$ cat src/rtl/extint_scheduler_pkg.sv
// Shared constants, register offsets and FSM encoding for the external-interrupt scheduler.
package extint_scheduler_pkg;

  localparam int EXT_INT_SRC_NUM = 8;
  localparam int BUS_WIDTH       = 32;
  localparam int BUS_ACC_WIDTH   = 2;

  localparam logic [BUS_ACC_WIDTH-1:0] BUS_ACC_1B = 2'd0;
  localparam logic [BUS_ACC_WIDTH-1:0] BUS_ACC_2B = 2'd1;
  localparam logic [BUS_ACC_WIDTH-1:0] BUS_ACC_4B = 2'd2;

  // Source IDs run 1..16 with 0 meaning "none", so five bits are needed
  localparam int ID_W = 5;

  localparam logic [4:0] EXTSCH_ENABLE  = 5'h00;
  localparam logic [4:0] EXTSCH_PENDING = 5'h04;
  localparam logic [4:0] EXTSCH_PRIO    = 5'h08;
  localparam logic [4:0] EXTSCH_THRESH  = 5'h0C;
  localparam logic [4:0] EXTSCH_CLAIM   = 5'h10;

  typedef enum logic [1:0] {
    IDLE    = 2'd0,
    ARMED   = 2'd1,
    SERVICE = 2'd2
  } extsch_state_t;

endpackage

$ cat src/rtl/extint_scheduler_if.sv
// Peripheral bus seen by the scheduler: request/response with combinational fault.
interface extint_scheduler_if import extint_scheduler_pkg::*; #(
  parameter int ADDR_W = 5
) ();
  logic [ADDR_W-1:0]        addr;
  logic                     w_rb;
  logic [BUS_ACC_WIDTH-1:0] acc;
  logic [BUS_WIDTH-1:0]     wdata;
  logic [BUS_WIDTH-1:0]     rdata;
  logic                     req;
  logic                     resp;
  logic                     fault;

  modport master (
    output addr, w_rb, acc, wdata, req,
    input  rdata, resp, fault
  );

  modport slave (
    input  addr, w_rb, acc, wdata, req,
    output rdata, resp, fault
  );
endinterface

$ cat src/rtl/extint_prio_arb.sv
// Combinational arbiter: highest priority among candidates, lowest index on ties.
module extint_prio_arb import extint_scheduler_pkg::*; #(
  parameter int SRC_NUM = EXT_INT_SRC_NUM,
  parameter int PRIO_W  = 2
) (
  input  logic [SRC_NUM-1:0]        cand,
  input  logic [SRC_NUM*PRIO_W-1:0] prio,
  output logic [ID_W-1:0]           best_id
);

  logic [PRIO_W-1:0] best_prio;

  // Strict '>' keeps the first (lowest-index) winner and never selects prio 0
  always_comb begin
    best_prio = '0;
    best_id   = '0;
    for (int i = 0; i < SRC_NUM; i++) begin
      if (cand[i] && (prio[i*PRIO_W +: PRIO_W] > best_prio)) begin
        best_prio = prio[i*PRIO_W +: PRIO_W];
        best_id   = ID_W'(i + 1);
      end
    end
  end

endmodule

$ cat src/rtl/extint_scheduler.sv
// External-interrupt scheduler: edge latching, masking, priority select and claim/complete FSM.
module extint_scheduler import extint_scheduler_pkg::*; #(
  parameter int SRC_NUM = EXT_INT_SRC_NUM,
  parameter int PRIO_W  = 2,
  parameter int ADDR_W  = 5
) (
  input  logic               clk,
  input  logic               rstn,
  input  logic [SRC_NUM-1:0] ext_int_src,
  output logic               ext_int_trigger,
  extint_scheduler_if.slave  bus
);

  localparam int PW = SRC_NUM * PRIO_W;

  logic [1:0]         rst_sync;
  logic               rst_int_n;
  logic [SRC_NUM-1:0] src_q;
  logic [SRC_NUM-1:0] src_prev;
  logic [SRC_NUM-1:0] edge_pulse;
  logic [SRC_NUM-1:0] pending;
  logic [SRC_NUM-1:0] enable;
  logic [SRC_NUM-1:0] cand;
  logic [SRC_NUM-1:0] clr_mask;
  logic [PW-1:0]      prio;
  logic [PRIO_W-1:0]  threshold;
  logic [ID_W-1:0]    in_service;
  logic [ID_W-1:0]    best_id;
  extsch_state_t      state;

  logic sel_en, sel_pend, sel_prio, sel_thr, sel_claim;
  logic invalid, wr_ok, rd_ok, claim_take, complete;
  logic [BUS_WIDTH-1:0] rd_val;

  // Assertion is immediate through rst_sync; release is seen two edges later
  always_ff @(posedge clk or negedge rstn) begin
    if (!rstn) rst_sync <= 2'b00;
    else       rst_sync <= {rst_sync[0], 1'b1};
  end
  assign rst_int_n = rst_sync[1];

  assign sel_en    = (bus.addr == ADDR_W'(EXTSCH_ENABLE));
  assign sel_pend  = (bus.addr == ADDR_W'(EXTSCH_PENDING));
  assign sel_prio  = (bus.addr == ADDR_W'(EXTSCH_PRIO));
  assign sel_thr   = (bus.addr == ADDR_W'(EXTSCH_THRESH));
  assign sel_claim = (bus.addr == ADDR_W'(EXTSCH_CLAIM));

  assign invalid = (bus.acc != BUS_ACC_4B)
                 | ~(sel_en | sel_pend | sel_prio | sel_thr | sel_claim)
                 | (bus.addr[1:0] != 2'b00)
                 | (bus.w_rb & sel_pend);

  assign bus.fault = bus.req & invalid;
  assign wr_ok     = bus.req & ~invalid & bus.w_rb;
  assign rd_ok     = bus.req & ~invalid & ~bus.w_rb;

  assign claim_take = rd_ok & sel_claim & (state == ARMED) & (best_id != '0);
  assign complete   = wr_ok & sel_claim & (state == SERVICE)
                    & (bus.wdata[ID_W-1:0] == in_service);

  assign edge_pulse = src_q & ~src_prev;

  always_comb begin
    cand     = '0;
    clr_mask = '0;
    for (int i = 0; i < SRC_NUM; i++) begin
      cand[i]     = pending[i] & enable[i] & (prio[i*PRIO_W +: PRIO_W] > threshold);
      clr_mask[i] = claim_take & (best_id == ID_W'(i + 1));
    end
  end

  extint_prio_arb #(
    .SRC_NUM (SRC_NUM),
    .PRIO_W  (PRIO_W)
  ) u_arb (
    .cand    (cand),
    .prio    (prio),
    .best_id (best_id)
  );

  always_comb begin
    rd_val = '0;
    if (sel_en)    rd_val = BUS_WIDTH'(enable);
    if (sel_pend)  rd_val = BUS_WIDTH'(pending);
    if (sel_prio)  rd_val = BUS_WIDTH'(prio);
    if (sel_thr)   rd_val = BUS_WIDTH'(threshold);
    if (sel_claim) rd_val = claim_take ? BUS_WIDTH'(best_id) : '0;
  end

  // Stage boundary: sampled sources, edge history and pending set-wins-over-claim
  always_ff @(posedge clk or negedge rst_int_n) begin
    if (!rst_int_n) begin
      src_q    <= '0;
      src_prev <= '0;
      pending  <= '0;
    end else begin
      src_q    <= ext_int_src;
      src_prev <= src_q;
      pending  <= (pending & ~clr_mask) | edge_pulse;
    end
  end

  always_ff @(posedge clk or negedge rst_int_n) begin
    if (!rst_int_n) begin
      enable    <= '0;
      prio      <= '0;
      threshold <= '0;
      bus.resp  <= 1'b0;
      bus.rdata <= '0;
    end else begin
      bus.resp  <= bus.req & ~invalid;
      bus.rdata <= rd_ok ? rd_val : '0;
      if (wr_ok && sel_en)   enable    <= bus.wdata[SRC_NUM-1:0];
      if (wr_ok && sel_prio) prio      <= bus.wdata[PW-1:0];
      if (wr_ok && sel_thr)  threshold <= bus.wdata[PRIO_W-1:0];
    end
  end

  // Stage boundary: claim/complete FSM with registered trigger
  always_ff @(posedge clk or negedge rst_int_n) begin
    if (!rst_int_n) begin
      state           <= IDLE;
      in_service      <= '0;
      ext_int_trigger <= 1'b0;
    end else begin
      case (state)
        IDLE: begin
          ext_int_trigger <= 1'b0;
          if (best_id != '0) begin
            state           <= ARMED;
            ext_int_trigger <= 1'b1;
          end
        end
        ARMED: begin
          if (claim_take) begin
            state           <= SERVICE;
            in_service      <= best_id;
            ext_int_trigger <= 1'b0;
          end else if (best_id == '0) begin
            state           <= IDLE;
            ext_int_trigger <= 1'b0;
          end
        end
        SERVICE: begin
          ext_int_trigger <= 1'b0;
          if (complete) begin
            state      <= IDLE;
            in_service <= '0;
          end
        end
        default: begin
          state           <= IDLE;
          in_service      <= '0;
          ext_int_trigger <= 1'b0;
        end
      endcase
    end
  end

endmodule

$ cat src/flat_wrapper.sv
// flat-port wrapper written by rule: the top's interface ports become plain ports
module extint_scheduler_flat import extint_scheduler_pkg::*;
#(
  parameter int SRC_NUM = EXT_INT_SRC_NUM,
  parameter int PRIO_W  = 2,
  parameter int ADDR_W  = 5
)
  (clk, rstn, ext_int_src, ext_int_trigger, bus_addr, bus_w_rb, bus_acc, bus_wdata, bus_req, bus_rdata, bus_resp, bus_fault);
  extint_scheduler_if #(.ADDR_W(ADDR_W)) bus_i ();
  input  logic clk;
  input  logic rstn;
  input  logic [SRC_NUM-1:0] ext_int_src;
  output logic ext_int_trigger;
  input wire logic [$bits(bus_i.addr)-1:0] bus_addr;
  input wire logic [$bits(bus_i.w_rb)-1:0] bus_w_rb;
  input wire logic [$bits(bus_i.acc)-1:0] bus_acc;
  input wire logic [$bits(bus_i.wdata)-1:0] bus_wdata;
  input wire logic [$bits(bus_i.req)-1:0] bus_req;
  output wire logic [$bits(bus_i.rdata)-1:0] bus_rdata;
  output wire logic [$bits(bus_i.resp)-1:0] bus_resp;
  output wire logic [$bits(bus_i.fault)-1:0] bus_fault;
  assign bus_i.addr = bus_addr;
  assign bus_i.w_rb = bus_w_rb;
  assign bus_i.acc = bus_acc;
  assign bus_i.wdata = bus_wdata;
  assign bus_i.req = bus_req;
  assign bus_rdata = bus_i.rdata;
  assign bus_resp = bus_i.resp;
  assign bus_fault = bus_i.fault;
  extint_scheduler #(.SRC_NUM(SRC_NUM), .PRIO_W(PRIO_W), .ADDR_W(ADDR_W)) u_core (.clk(clk), .rstn(rstn), .ext_int_src(ext_int_src), .ext_int_trigger(ext_int_trigger), .bus(bus_i));
endmodule
$ cat config.mk
export PLATFORM = sky130hd
export DESIGN_NAME = extint_scheduler_flat
export DESIGN_NICKNAME = d
export VERILOG_FILES = /design/src/rtl/extint_scheduler_pkg.sv /design/src/rtl/extint_scheduler_if.sv /design/src/rtl/extint_prio_arb.sv /design/src/rtl/extint_scheduler.sv /design/src/flat_wrapper.sv
export SDC_FILE = /design/constraint.sdc
export NUM_CORES = 1
export LEC_CHECK = 0
export BUFFER_PORTS_ARGS = -buffer_cell sky130_fd_sc_hd__buf_2
export CAP_MARGIN = 20
export CORE_MARGIN = 2
export CORE_UTILIZATION = 60
export DETAILED_ROUTE_END_ITERATION = 16
export GPL_TIMING_DRIVEN = 1
export HOLD_SLACK_MARGIN = 0.05
export PLACE_DENSITY = 0.86
export SYNTH_ARGS = -nofsm -noshare
export SYNTH_HDL_FRONTEND = slang
export SYNTH_HIERARCHICAL = 1
export SYNTH_SLANG_ARGS = --single-unit
$ cat constraint.sdc
create_clock -name clk -period 4.16 [get_ports clk]
set_clock_uncertainty 0.2 [all_clocks]
set_input_delay 0.624 -clock clk [delete_from_list [all_inputs] [get_ports clk]]
set_output_delay 0.624 -clock clk [all_outputs]
set_load 0.005 [all_outputs]
==> results of run 1 <==
[cells in the final DEF, fill, tap and decap left out, drive strengths merged, types with 13 or more instances in the layout]
cell      n
buf     145
dfrtp    77
inv      49
nor2     29
mux2     27
a21oi    26
ha       26
nand2    23
conb     18
o211ai   13
[logic make-up after synthesis]
group | count (synthesis) | synth area share
AOI/OAI and AO/OA | 85 | 0.141
and+or+nand+nor | 111 | 0.136
adders and majority gates | 27 | 0.0773
DFF | 77 | 0.443
other | 3 | 0.00259
xor gates and xnor gates | 5 | 0.0101
muxes | 36 | 0.105
buffers and inverters | 75 | 0.0851
[cell usage after synthesis (3+ instances only)]
cell,n,area share
nand2_1,23,0.020
inv_1,45,0.039
nor4_1,6,0.0086
nor3_1,3,0.0034
nor2b_1,5,0.0072
nor2_1,29,0.025
mux2i_1,7,0.016
o211ai_1,13,0.022
and2_1,7,0.010
buf_6,3,0.0078
dfrtp_1,77,0.44
buf_4,17,0.029
clkbuf_1,8,0.0069
a21oi_1,25,0.029
nand4_1,8,0.012
conb_1,3,0.0026
ha_1,26,0.075
xor2_1,4,0.0080
nor3b_1,3,0.0052
a211oi_1,8,0.014
o21ai_0,6,0.0069
mux2_4,10,0.035
mux2_2,17,0.044
a22oi_1,3,0.0052
a22o_1,8,0.016
nand3_1,9,0.010
[metal layers]
layer	vias to the layer above	share of wire	GRT usage
met1	1996	0.34	0.439
li1	1731	-	-
met3	153	0.12	0.0868
met2	442	0.46	0.578
met5	-	0	0
met4	0	0.081	0.231
[worst max path at each step]
stage	to	slack (ns)
6_report	u_core/pending[1]	-5.08
5_1_grt	u_core/pending[5]	-5.19
4_1_cts	u_core/pending[6]	-4.45
3_5_place_dp	u_core/pending[4]	-4.67
3_3_place_gp	u_core/pending[5]	-4.20
2_1_floorplan	u_core/pending[4]	-4.50
[state kept, by name (all words and copies together) (netlist names)]
signal	cells
u_core/bus.rdata	16
u_core/bus.resp	1
u_core/enable	8
u_core/ext_int_trigger	1
u_core/in_service	5
u_core/pending	8
u_core/prio	16
u_core/rst_sync	2
u_core/src_prev	8
u_core/src_q	8
u_core/state	2
u_core/threshold	2
[worst max-delay path: cells and delay by family (launching register included)]
family	cells	cell delay [ns]
mux	2	0.63
compound gates	14	2.40
simple gates	17	2.40
fa+ha+maj	9	2.41
flops	1	0.40
buf+inv	5	0.63
[stage by stage]
stage	cells	instance area, um^2	total power, uW	utilization	hold slack (ns)
after floorplan	434	4590	915	-	0.128
after global placement	615	5200	967	0.729	0.138
after detailed placement	615	5200	978	0.729	0.136
after CTS	654	5720	1640	0.802	0.147
after global routing	665	5950	1740	0.834	0.145
final	665	5950	1690	0.834	0.155
[final cells by class]
type | count | area (um^2)
Clock buffer | 9 | 124
Clock inverter | 7 | 105
Fill cell | 382 | 1180
Multi-Input combinational cell | 282 | 2480
Timing Repair Buffer | 146 | 1020
Inverter | 45 | 169
Sequential cell | 77 | 1930
Tap cell | 99 | 124
[power by group]
group	switching [uW]	internal (uW)	leakage [uW]	total, uW
registers	30.5	770	0.000955	801
clock network	328	350	0.000118	677
logic	118	94.5	0.00182	213
total	476	1210	0.00289	1690
[what timing repair did]
action / CTS / global route
hold buffers: 1 / 0
setup buffers: 22 / 13
endpoints found under the hold margin: 2 / 0
pin swaps: 46 / 36
gates resized for setup: 29 / 27
setup endpoints to repair: 20 / 20
==> flow_metrics.env, run 1 <==
export IMPL_status="finished, violations left"
export IMPL_violations="negative setup slack"
export IMPL_reg2regPathDepth=47
export IMPL_vias=4322
export IMPL_first_global_vias=4035
export IMPL_cts_made_buffers=9
export IMPL_cp_max_fo=5
export IMPL_synth_flop_cell="dfrtp_1"
export IMPL_hold_viol=0
export IMPL_grt_max_degree=76
export IMPL_globalplace_congestion=0.915
export IMPL_grt_use_total=0.362
export IMPL_cp_end_kind="register"
export IMPL_final_layout_size_suffix_gt1_frac=0.456
export IMPL_tritoncts="done"
export IMPL_hpwl_mm=7.85
export IMPL_relSlewSlack=0.319
export IMPL_die_area_mm2=0.00795
export IMPL_seq_area_frac_synth=0.443
export IMPL_min_path_type="register to register"
export IMPL_peakVddDrop_mv=0.398
export IMPL_worst_slew_pin_slew_ns=1.02
export IMPL_ys_seq_elements=77
export IMPL_numClockSinks=77
export IMPL_finalMaxSlewViolations=0
export IMPL_ioPinCount=86
export IMPL_clock_latency_ns=0.37
export IMPL_cap_viol_max_count=0
export IMPL_place_port_buffers=53
export IMPL_cp_startpoint="u_core/threshold[1]"
export IMPL_detail_route_wl_per_cell_um=23.6
export IMPL_synth_cell_type_count=64
export IMPL_fin_crit_ns=9.24
export IMPL_rsz0062_at_grt="true"
export IMPL_grt_pass1_wl_mm=21.1
export IMPL_initial_core_util=0.610
export IMPL_finalCritPeriodShare=2.22
export IMPL_drtIter0Drc=685
export IMPL_min_to="u_core/rst_sync[1]"
export IMPL_antenna_found_initial=1
export IMPL_core_area_mm2=0.00714
export IMPL_htree_levels=3
export IMPL_clock_tree_root_cell="clkbuf_8"
export IMPL_setup_ws_ns=-5.08
export IMPL_die_w_um=89.2
export IMPL_power_density_mw_per_mm2=284
export IMPL_crit_slowest_cell="dfrtp_1"
export IMPL_grt_ovfl_total=0
export IMPL_synth_edf_count=0
export IMPL_leakagePower_uw=0.00289
export IMPL_totalWireLength_mm=15.7
export IMPL_rows=31
export IMPL_die_h_um=89.2
export IMPL_syn_area_mm2=0.00435
export IMPL_n_antenna_cell=0
export IMPL_cp_slowest_stage_delay_ns=0.40
export IMPL_reg2reg_to="u_core/pending[1]"
export IMPL_ant_nets=0
export IMPL_first_pass_iters=7
export IMPL_cp_common_cell="ha_4"
export IMPL_cts_buffer_depth=2
export IMPL_reg2reg_slack_ns=-5.08
export IMPL_yosysWarnings=6
export IMPL_dpl_worst_slack_ns=-4.67
export IMPL_path_clk_slew_ns=0.09
export IMPL_setup_violations=20
export IMPL_async_flop_share=1.00
export IMPL_start_kind="register"
export IMPL_viasPerCell=6.50
export IMPL_fmax_mhz=108
export IMPL_syn_to_final_growth_pct=36.8
export IMPL_r2r_start="u_core/threshold[1]"
export IMPL_syn_inst=419
export IMPL_drc=0
export IMPL_hold_depth=0
export IMPL_hp_start="u_core/rst_sync[0]"
export IMPL_synth_area_per_cell_um2=10.4
export IMPL_worstPathRequired_ns=4.22
export IMPL_worstSetupPathType="register to register"
export IMPL_fin_setup_tns_ns=-98.53
export IMPL_worstPathArrival_ns=9.30
export IMPL_nets=638
Power figures use the tool's default switching activity.
==> run 2: changes to the inputs <==
--- a/config.mk
+++ b/config.mk
@@ -5,14 +5,15 @@
 export SDC_FILE = /design/constraint.sdc
 export NUM_CORES = 1
 export LEC_CHECK = 0
+export ABC_AREA = 1
 export BUFFER_PORTS_ARGS = -buffer_cell sky130_fd_sc_hd__buf_2
 export CAP_MARGIN = 20
 export CORE_MARGIN = 2
-export CORE_UTILIZATION = 60
+export CORE_UTILIZATION = 50
 export DETAILED_ROUTE_END_ITERATION = 16
-export GPL_TIMING_DRIVEN = 1
+export GPL_TIMING_DRIVEN = 0
 export HOLD_SLACK_MARGIN = 0.05
-export PLACE_DENSITY = 0.86
+export PLACE_DENSITY = 0.76
 export SYNTH_ARGS = -nofsm -noshare
 export SYNTH_HDL_FRONTEND = slang
 export SYNTH_HIERARCHICAL = 1
==> constraint.sdc (replaced) <==
create_clock -name clk -period 8.4 [get_ports clk]
set_clock_uncertainty 0.2 [all_clocks]
set_input_delay 1.26 -clock clk [delete_from_list [all_inputs] [get_ports clk]]
set_output_delay 1.26 -clock clk [all_outputs]
set_load 0.005 [all_outputs]
==> run 2 against run 1 <==
Compared with the run above: the run now ends clean; final cell count grew 8.9%; die area is 19% higher; fmax increased by 11%; global-route usage shrank 13 points; non-clock buffer count is 40 lower; area after synthesis barely moved; critical endpoint is now u_core/pending[7].
==> flow_metrics.env, run 2 <==
export IMPL_cts_made_buffers=9
export IMPL_reg2regPathDepth=56
export IMPL_rsz0062_at_grt="true"
export IMPL_power_density_mw_per_mm2=157
export IMPL_first_global_vias=3745
export IMPL_cp_max_fo=8
export IMPL_fin_crit_ns=8.35
export IMPL_nets=688
export IMPL_worstPathArrival_ns=8.39
export IMPL_yosysWarnings=6
export IMPL_fmax_mhz=120
export IMPL_totalWireLength_mm=12.0
export IMPL_hpwl_mm=7.35
export IMPL_reg_largest_list="u_core/bus.rdata: 16 flops, u_core/prio: 16 flops"
export IMPL_sw_frac_of_total=0.309
export IMPL_n_antenna_cell=0
export IMPL_finalMaxSlewViolations=0
export IMPL_final_cell_mix="inv_1 (85), nand2_1 (84), dfrtp_1 (75)"
export IMPL_clock_latency_ns=0.36
export IMPL_detail_route_wl_per_cell_um=16.5
export IMPL_worstPathRequired_ns=8.45
export IMPL_clock_tree_root_cell="clkbuf_8"
export IMPL_layout_commonest_cell="inv_1"
export IMPL_min_path_type="register to asynchronous set/reset pin"
export IMPL_grt_max_degree=45
export IMPL_drtIter0Drc=361
export IMPL_power_frac_comb=0.236
export IMPL_cts_buffer_depth=2
export IMPL_placed_cell_area_mm2=0.00483
export IMPL_ys_top_cells_by_count="nand2_1 (101), inv_1 (89), dfrtp_1 (77)"
export IMPL_fin_area_mm2=0.00568
export IMPL_initial_core_util=0.506
export IMPL_postCtsHoldBufs=0
export IMPL_antenna_found_initial=0
export IMPL_drc=0
export IMPL_leakagePower_uw=0.00301
export IMPL_crit_slowest_cell="a2111oi_0"
export IMPL_synth_area_per_cell_um2=8.68
export IMPL_grt_ovfl_total=0
export IMPL_setup_violations=0
export IMPL_finalCritPeriodShare=0.994
export IMPL_final_layout_size_suffix_gt1_frac=0.377
export IMPL_power_uw=889
export IMPL_worstSetupPathType="register to register"
export IMPL_die_h_um=97.3
export IMPL_die_w_um=97.3
export IMPL_utilization=0.661
export IMPL_cp_common_cell="nand2_2"
export IMPL_ys_seq_elements=77
export IMPL_place_port_buffers=53
export IMPL_synth_cell_type_count=41
export IMPL_numClockSinks=77
export IMPL_grt_pass1_wl_mm=17.6
export IMPL_status="completed"
export IMPL_htree_levels=3
export IMPL_hold_viol=0
export IMPL_rows=34
export IMPL_dpl_worst_slack_ns=-1.08
export IMPL_cap_viol_max_count=0
export IMPL_seq_area_frac_synth=0.443
export IMPL_ant_nets=0
export IMPL_peakVddDrop_mv=0.126
export IMPL_yosysTopAreaCellShare=0.443
export IMPL_core_area_mm2=0.00859
export IMPL_relSlewSlack=0.0332
export IMPL_globalplace_congestion=0.885
export IMPL_synth_most_common_cell="nand2_1"
export IMPL_worst_slew_pin_slew_ns=1.41
export IMPL_viasPerCell=5.41
export IMPL_p_int_uw=614
export IMPL_regArea_mm2=0.00193
export IMPL_path_clk_slew_ns=0.08
export IMPL_hold_slack_ns=0.0714
export IMPL_ys_top_cells_by_area="dfrtp_1 (44%), nand2_1 (8.7%), inv_1 (7.7%), ha_1 (7.5%), buf_4 (3.1%)"
export IMPL_cp_slowest_stage_delay_ns=0.46
export IMPL_clock_power_share=0.325
export IMPL_yosys_area_top_type="dfrtp_1"
export IMPL_vias=3914
export IMPL_synth_flop_cell="dfrtp_1"
export IMPL_start_kind="register"
export IMPL_power_sequential_fraction=0.439
export IMPL_setup_ws_ns=0.0531
export IMPL_nFillCells=662
export IMPL_first_pass_iters=5
export IMPL_die_area_mm2=0.00946
export IMPL_grt_use_total=0.235
export IMPL_syn_inst=501
export IMPL_multi_input_area_mm2=0.00236
export IMPL_ioPinCount=86
export IMPL_async_flop_share=1.00
export IMPL_p_sw_uw=275
export IMPL_tritoncts="done"
export IMPL_syn_to_final_growth_pct=30.6
export IMPL_syn_area_mm2=0.00435
export IMPL_synth_edf_count=0
export IMPL_cp_end_kind="register"
## run 2: per-stage QoR
step	TNS, ns	cells
6_report	0	724
5_1_grt	-3.59	724
4_1_cts	0	714
3_5_place_dp	-18.09	678
3_3_place_gp	-12.60	677
2_1_floorplan	0	516
## run 2: worst paths after layout
| kind | slack [ns] | from | end |
|---|---|---|---|
| worst min register to register | 0.07 | u_core/rst_sync[1] | u_core/prio[2] |
| worst max register to register | 0.05 | u_core/threshold[1] | u_core/pending[7] |
| min in group clk | 0.17 | u_core/rst_sync[0] | u_core/rst_sync[1] |
| max in group asynchronous | 7.35 | u_core/rst_sync[1] | u_core/threshold[0] |
| worst max-delay path | 0.05 | u_core/threshold[1] | u_core/pending[7] |
| worst min-delay path | 0.07 | u_core/rst_sync[1] | u_core/prio[2] |
## run 2: layout make-up
class | instances | area share
well taps | 108 | 0.0238
flip-flops and latches | 77 | 0.340
repair buffers | 84 | 0.0936
clock buffers | 11 | 0.0249
inverters | 91 | 0.0612
plain buffers | 22 | 0.0295
multi-input cells | 326 | 0.416
clock inverters | 5 | 0.0106
## run 2: power by group through the flow
stage	Clock (uW)	Sequential, uW	Combinational, uW
after floorplan	0	399	83.8
after global placement	0	401	114
after detailed placement	0	398	123
after CTS	293	391	162
after global routing	314	392	223
final	289	391	210
## run 2: worst max-delay path: cells and delay by family (launching register included)
family          cells  cell delay [ns]
buf+inv             6             0.82
compound gates      6             0.99
simple gates       37             4.08
fa+ha+maj           7             1.72
flops               1             0.40
## run 2: cells by family (layout without fill, tap and decap cells)
logic type                 Yosys count  in the layout  share of synthesized area
AOI/OAI and AO/OA                   85             85                      0.117
xor gates and xnor gates             2              2                    0.00403
adders and majority gates           26             26                     0.0748
buffers and inverters              113            213                      0.117
DFF                                 77             77                      0.443
muxes                                4              4                     0.0129
other                                3             18                    0.00259
and+or+nand+nor                    191            191                      0.228
## run 2: repair_timing
item / in CTS / in global routing
setup buffers: 20 / 8
setup endpoints to repair: 20 / 20
cloned: 0 / 0
gates resized for setup: 31 / 54
pin swaps: 22 / 36
## run 2: per-layer routing
layer,part of all wire,global-route usage
met5,0,0
met4,0.050,0.0940
met3,0.067,0.0489
met2,0.51,0.401
met1,0.37,0.293
==> run 3: changes to the inputs <==
--- a/config.mk
+++ b/config.mk
@@ -6,14 +6,15 @@
 export NUM_CORES = 1
 export LEC_CHECK = 0
 export ABC_AREA = 1
-export BUFFER_PORTS_ARGS = -buffer_cell sky130_fd_sc_hd__buf_2
+export BUFFER_PORTS_ARGS = -buffer_cell sky130_fd_sc_hd__buf_4
 export CAP_MARGIN = 20
 export CORE_MARGIN = 2
 export CORE_UTILIZATION = 50
 export DETAILED_ROUTE_END_ITERATION = 16
 export GPL_TIMING_DRIVEN = 0
 export HOLD_SLACK_MARGIN = 0.05
-export PLACE_DENSITY = 0.76
+export MAX_ROUTING_LAYER = met4
+export PLACE_DENSITY = 0.83
 export SYNTH_ARGS = -nofsm -noshare
 export SYNTH_HDL_FRONTEND = slang
 export SYNTH_HIERARCHICAL = 1
==> run 3 against run 2 <==
Compared with the run above: the flow now finishes with violations (negative setup slack); die area unchanged; register-to-register slack worse by 0.13 ns; hold slack better by 0.10 ns.
==> flow_metrics.env, run 3 (same netlist as run 2, synthesis figures left out) <==
export IMPL_reg2regPathDepth=59
export IMPL_fmax_mhz=118
export IMPL_rsz0062_at_grt="true"
export IMPL_violations="negative setup slack"
export IMPL_initial_core_util=0.506
export IMPL_vias=4103
export IMPL_min_path_type="register to register"
export IMPL_setup_violations=11
export IMPL_worst_slew_pin_slew_ns=1.16
export IMPL_dpl_worst_slack_ns=-1.06
export IMPL_leakagePower_uw=0.00304
export IMPL_finalMaxSlewViolations=0
export IMPL_ioPinCount=86
export IMPL_first_pass_iters=7
export IMPL_grt_use_total=0.249
export IMPL_grt_pass1_wl_mm=18.2
export IMPL_cts_buffer_depth=2
export IMPL_cp_max_fo=8
export IMPL_rows=34
export IMPL_numClockSinks=77
export IMPL_setup_ws_ns=-0.0814
export IMPL_antenna_found_initial=0
export IMPL_utilization=0.677
export IMPL_cp_common_cell="nand2_2"
export IMPL_globalplace_congestion=0.951
export IMPL_start_kind="register"
export IMPL_n_antenna_cell=0
export IMPL_peakVddDrop_mv=0.119
export IMPL_final_cell_mix="buf_4 (106), nand2_1 (87), inv_1 (84)"
export IMPL_hold_slack_ns=0.172
export IMPL_cts_made_buffers=9
export IMPL_cap_viol_max_count=0
export IMPL_status="finished, violations left"
export IMPL_drc=0
export IMPL_first_global_vias=3916
export IMPL_syn_to_final_growth_pct=33.7
export IMPL_clock_tree_root_cell="clkbuf_8"
export IMPL_postCtsHoldBufs=0
export IMPL_final_layout_size_suffix_gt1_frac=0.378
export IMPL_drtIter0Drc=385
export IMPL_htree_levels=3
export IMPL_viasPerCell=5.60
export IMPL_grt_ovfl_total=0
export IMPL_clock_latency_ns=0.36
export IMPL_die_w_um=97.3
export IMPL_grt_max_degree=76
export IMPL_worstSetupPathType="register to register"
export IMPL_relSlewSlack=0.207
export IMPL_cp_slowest_stage_delay_ns=0.41
export IMPL_die_area_mm2=0.00946
export IMPL_totalWireLength_mm=12.3
export IMPL_cp_end_kind="register"
export IMPL_layout_commonest_cell="buf_4"
export IMPL_die_h_um=97.3
export IMPL_crit_slowest_cell="dfrtp_1"
export IMPL_hpwl_mm=7.38
export IMPL_nets=697
export IMPL_hold_viol=0
export IMPL_tritoncts="done"
export IMPL_fin_crit_ns=8.48
export IMPL_place_port_buffers=53
export IMPL_path_clk_slew_ns=0.09
export IMPL_reg_largest_list="u_core/bus.rdata: 16 flops, u_core/prio: 16 flops"
export IMPL_detail_route_wl_per_cell_um=16.7
export IMPL_worstPathRequired_ns=8.45
export IMPL_finalCritPeriodShare=1.01
export IMPL_hold_depth=0
export IMPL_ant_nets=0
export IMPL_core_area_mm2=0.00859
export IMPL_power_density_mw_per_mm2=150
export IMPL_worstPathArrival_ns=8.53
## run 3: cell count changes in the layout (fill, tap and decap cells not counted), moves of 3 or more
cell	delta
nand2_2	-5
nand3_2	-3
buf_2	-53
clkinvlp_4	+3
buf_4	+63
o21ai_1	+4
nand2_1	+3
## run 3: what timing repair did
| item | CTS | global route |
|---|---|---|
| gates resized for setup | 33 | 53 |
| gates cloned | 0 | 0 |
| pin swaps | 26 | 43 |
| endpoints found under the setup margin | 20 | 20 |
| buffers inserted | 25 | 16 |
## run 3: where the power goes
group / total [uW] / internal, uW / switching, uW
registers: 394 / 381 / 12.6
logic: 223 / 102 / 121
clock network: 254 / 109 / 145
## run 3: layout make-up
cell class	count	area (um^2)
fill	621	2780
multi-input combinational	326	2340
sequential	77	1930
timing repair buffer	93	717
inverter	91	348
buffer	22	168
tap	108	135
clock buffer	10	128
clock inverter	6	47.5
## run 3: per-layer routing
layer	vias to the layer above	global-route usage	part of all wire
li1	1812	-	-
met1	1936	0.277	0.35
met2	265	0.416	0.50
met3	90	0.0554	0.092
met4	0	0.138	0.060
met5	-	-	0
## run 3: path summary, 6_finish.rpt
check / startpoint / end / slack (ns)
max: u_core/threshold[1] / u_core/in_service[0] / -0.08
min reg2reg: u_core/rst_sync[0] / u_core/rst_sync[1] / 0.17
min in group asynchronous: u_core/rst_sync[1] / u_core/src_prev[1] / 0.29
max reg2reg: u_core/threshold[1] / u_core/in_service[0] / -0.08
max in group asynchronous: u_core/rst_sync[1] / u_core/threshold[0] / 7.04
min: u_core/rst_sync[0] / u_core/rst_sync[1] / 0.17
## run 3: worst max-delay path, delay by kind of cell, from the launching register on
family / cells / cell delay (ns)
adder cells (fa/ha/maj): 8 / 2.05
AND/OR/NAND/NOR: 39 / 3.96
AO/OA/AOI/OAI: 7 / 1.24
buffers and inverters: 5 / 0.47
flip-flops: 1 / 0.41
## run 3: metrics by stage
| step | cell area [um^2] | cells | total power, uW | setup TNS [ns] |
|---|---|---|---|---|
| after global placement | 4940 | 677 | 520 | -11.34 |
| after floorplan | 4400 | 516 | 482 | 0 |
| after detailed placement | 4940 | 677 | 526 | -17.95 |
| after global routing | 5810 | 733 | 909 | -4.69 |
| final | 5810 | 733 | 871 | -0.521 |
| after CTS | 5470 | 718 | 818 | 0 |
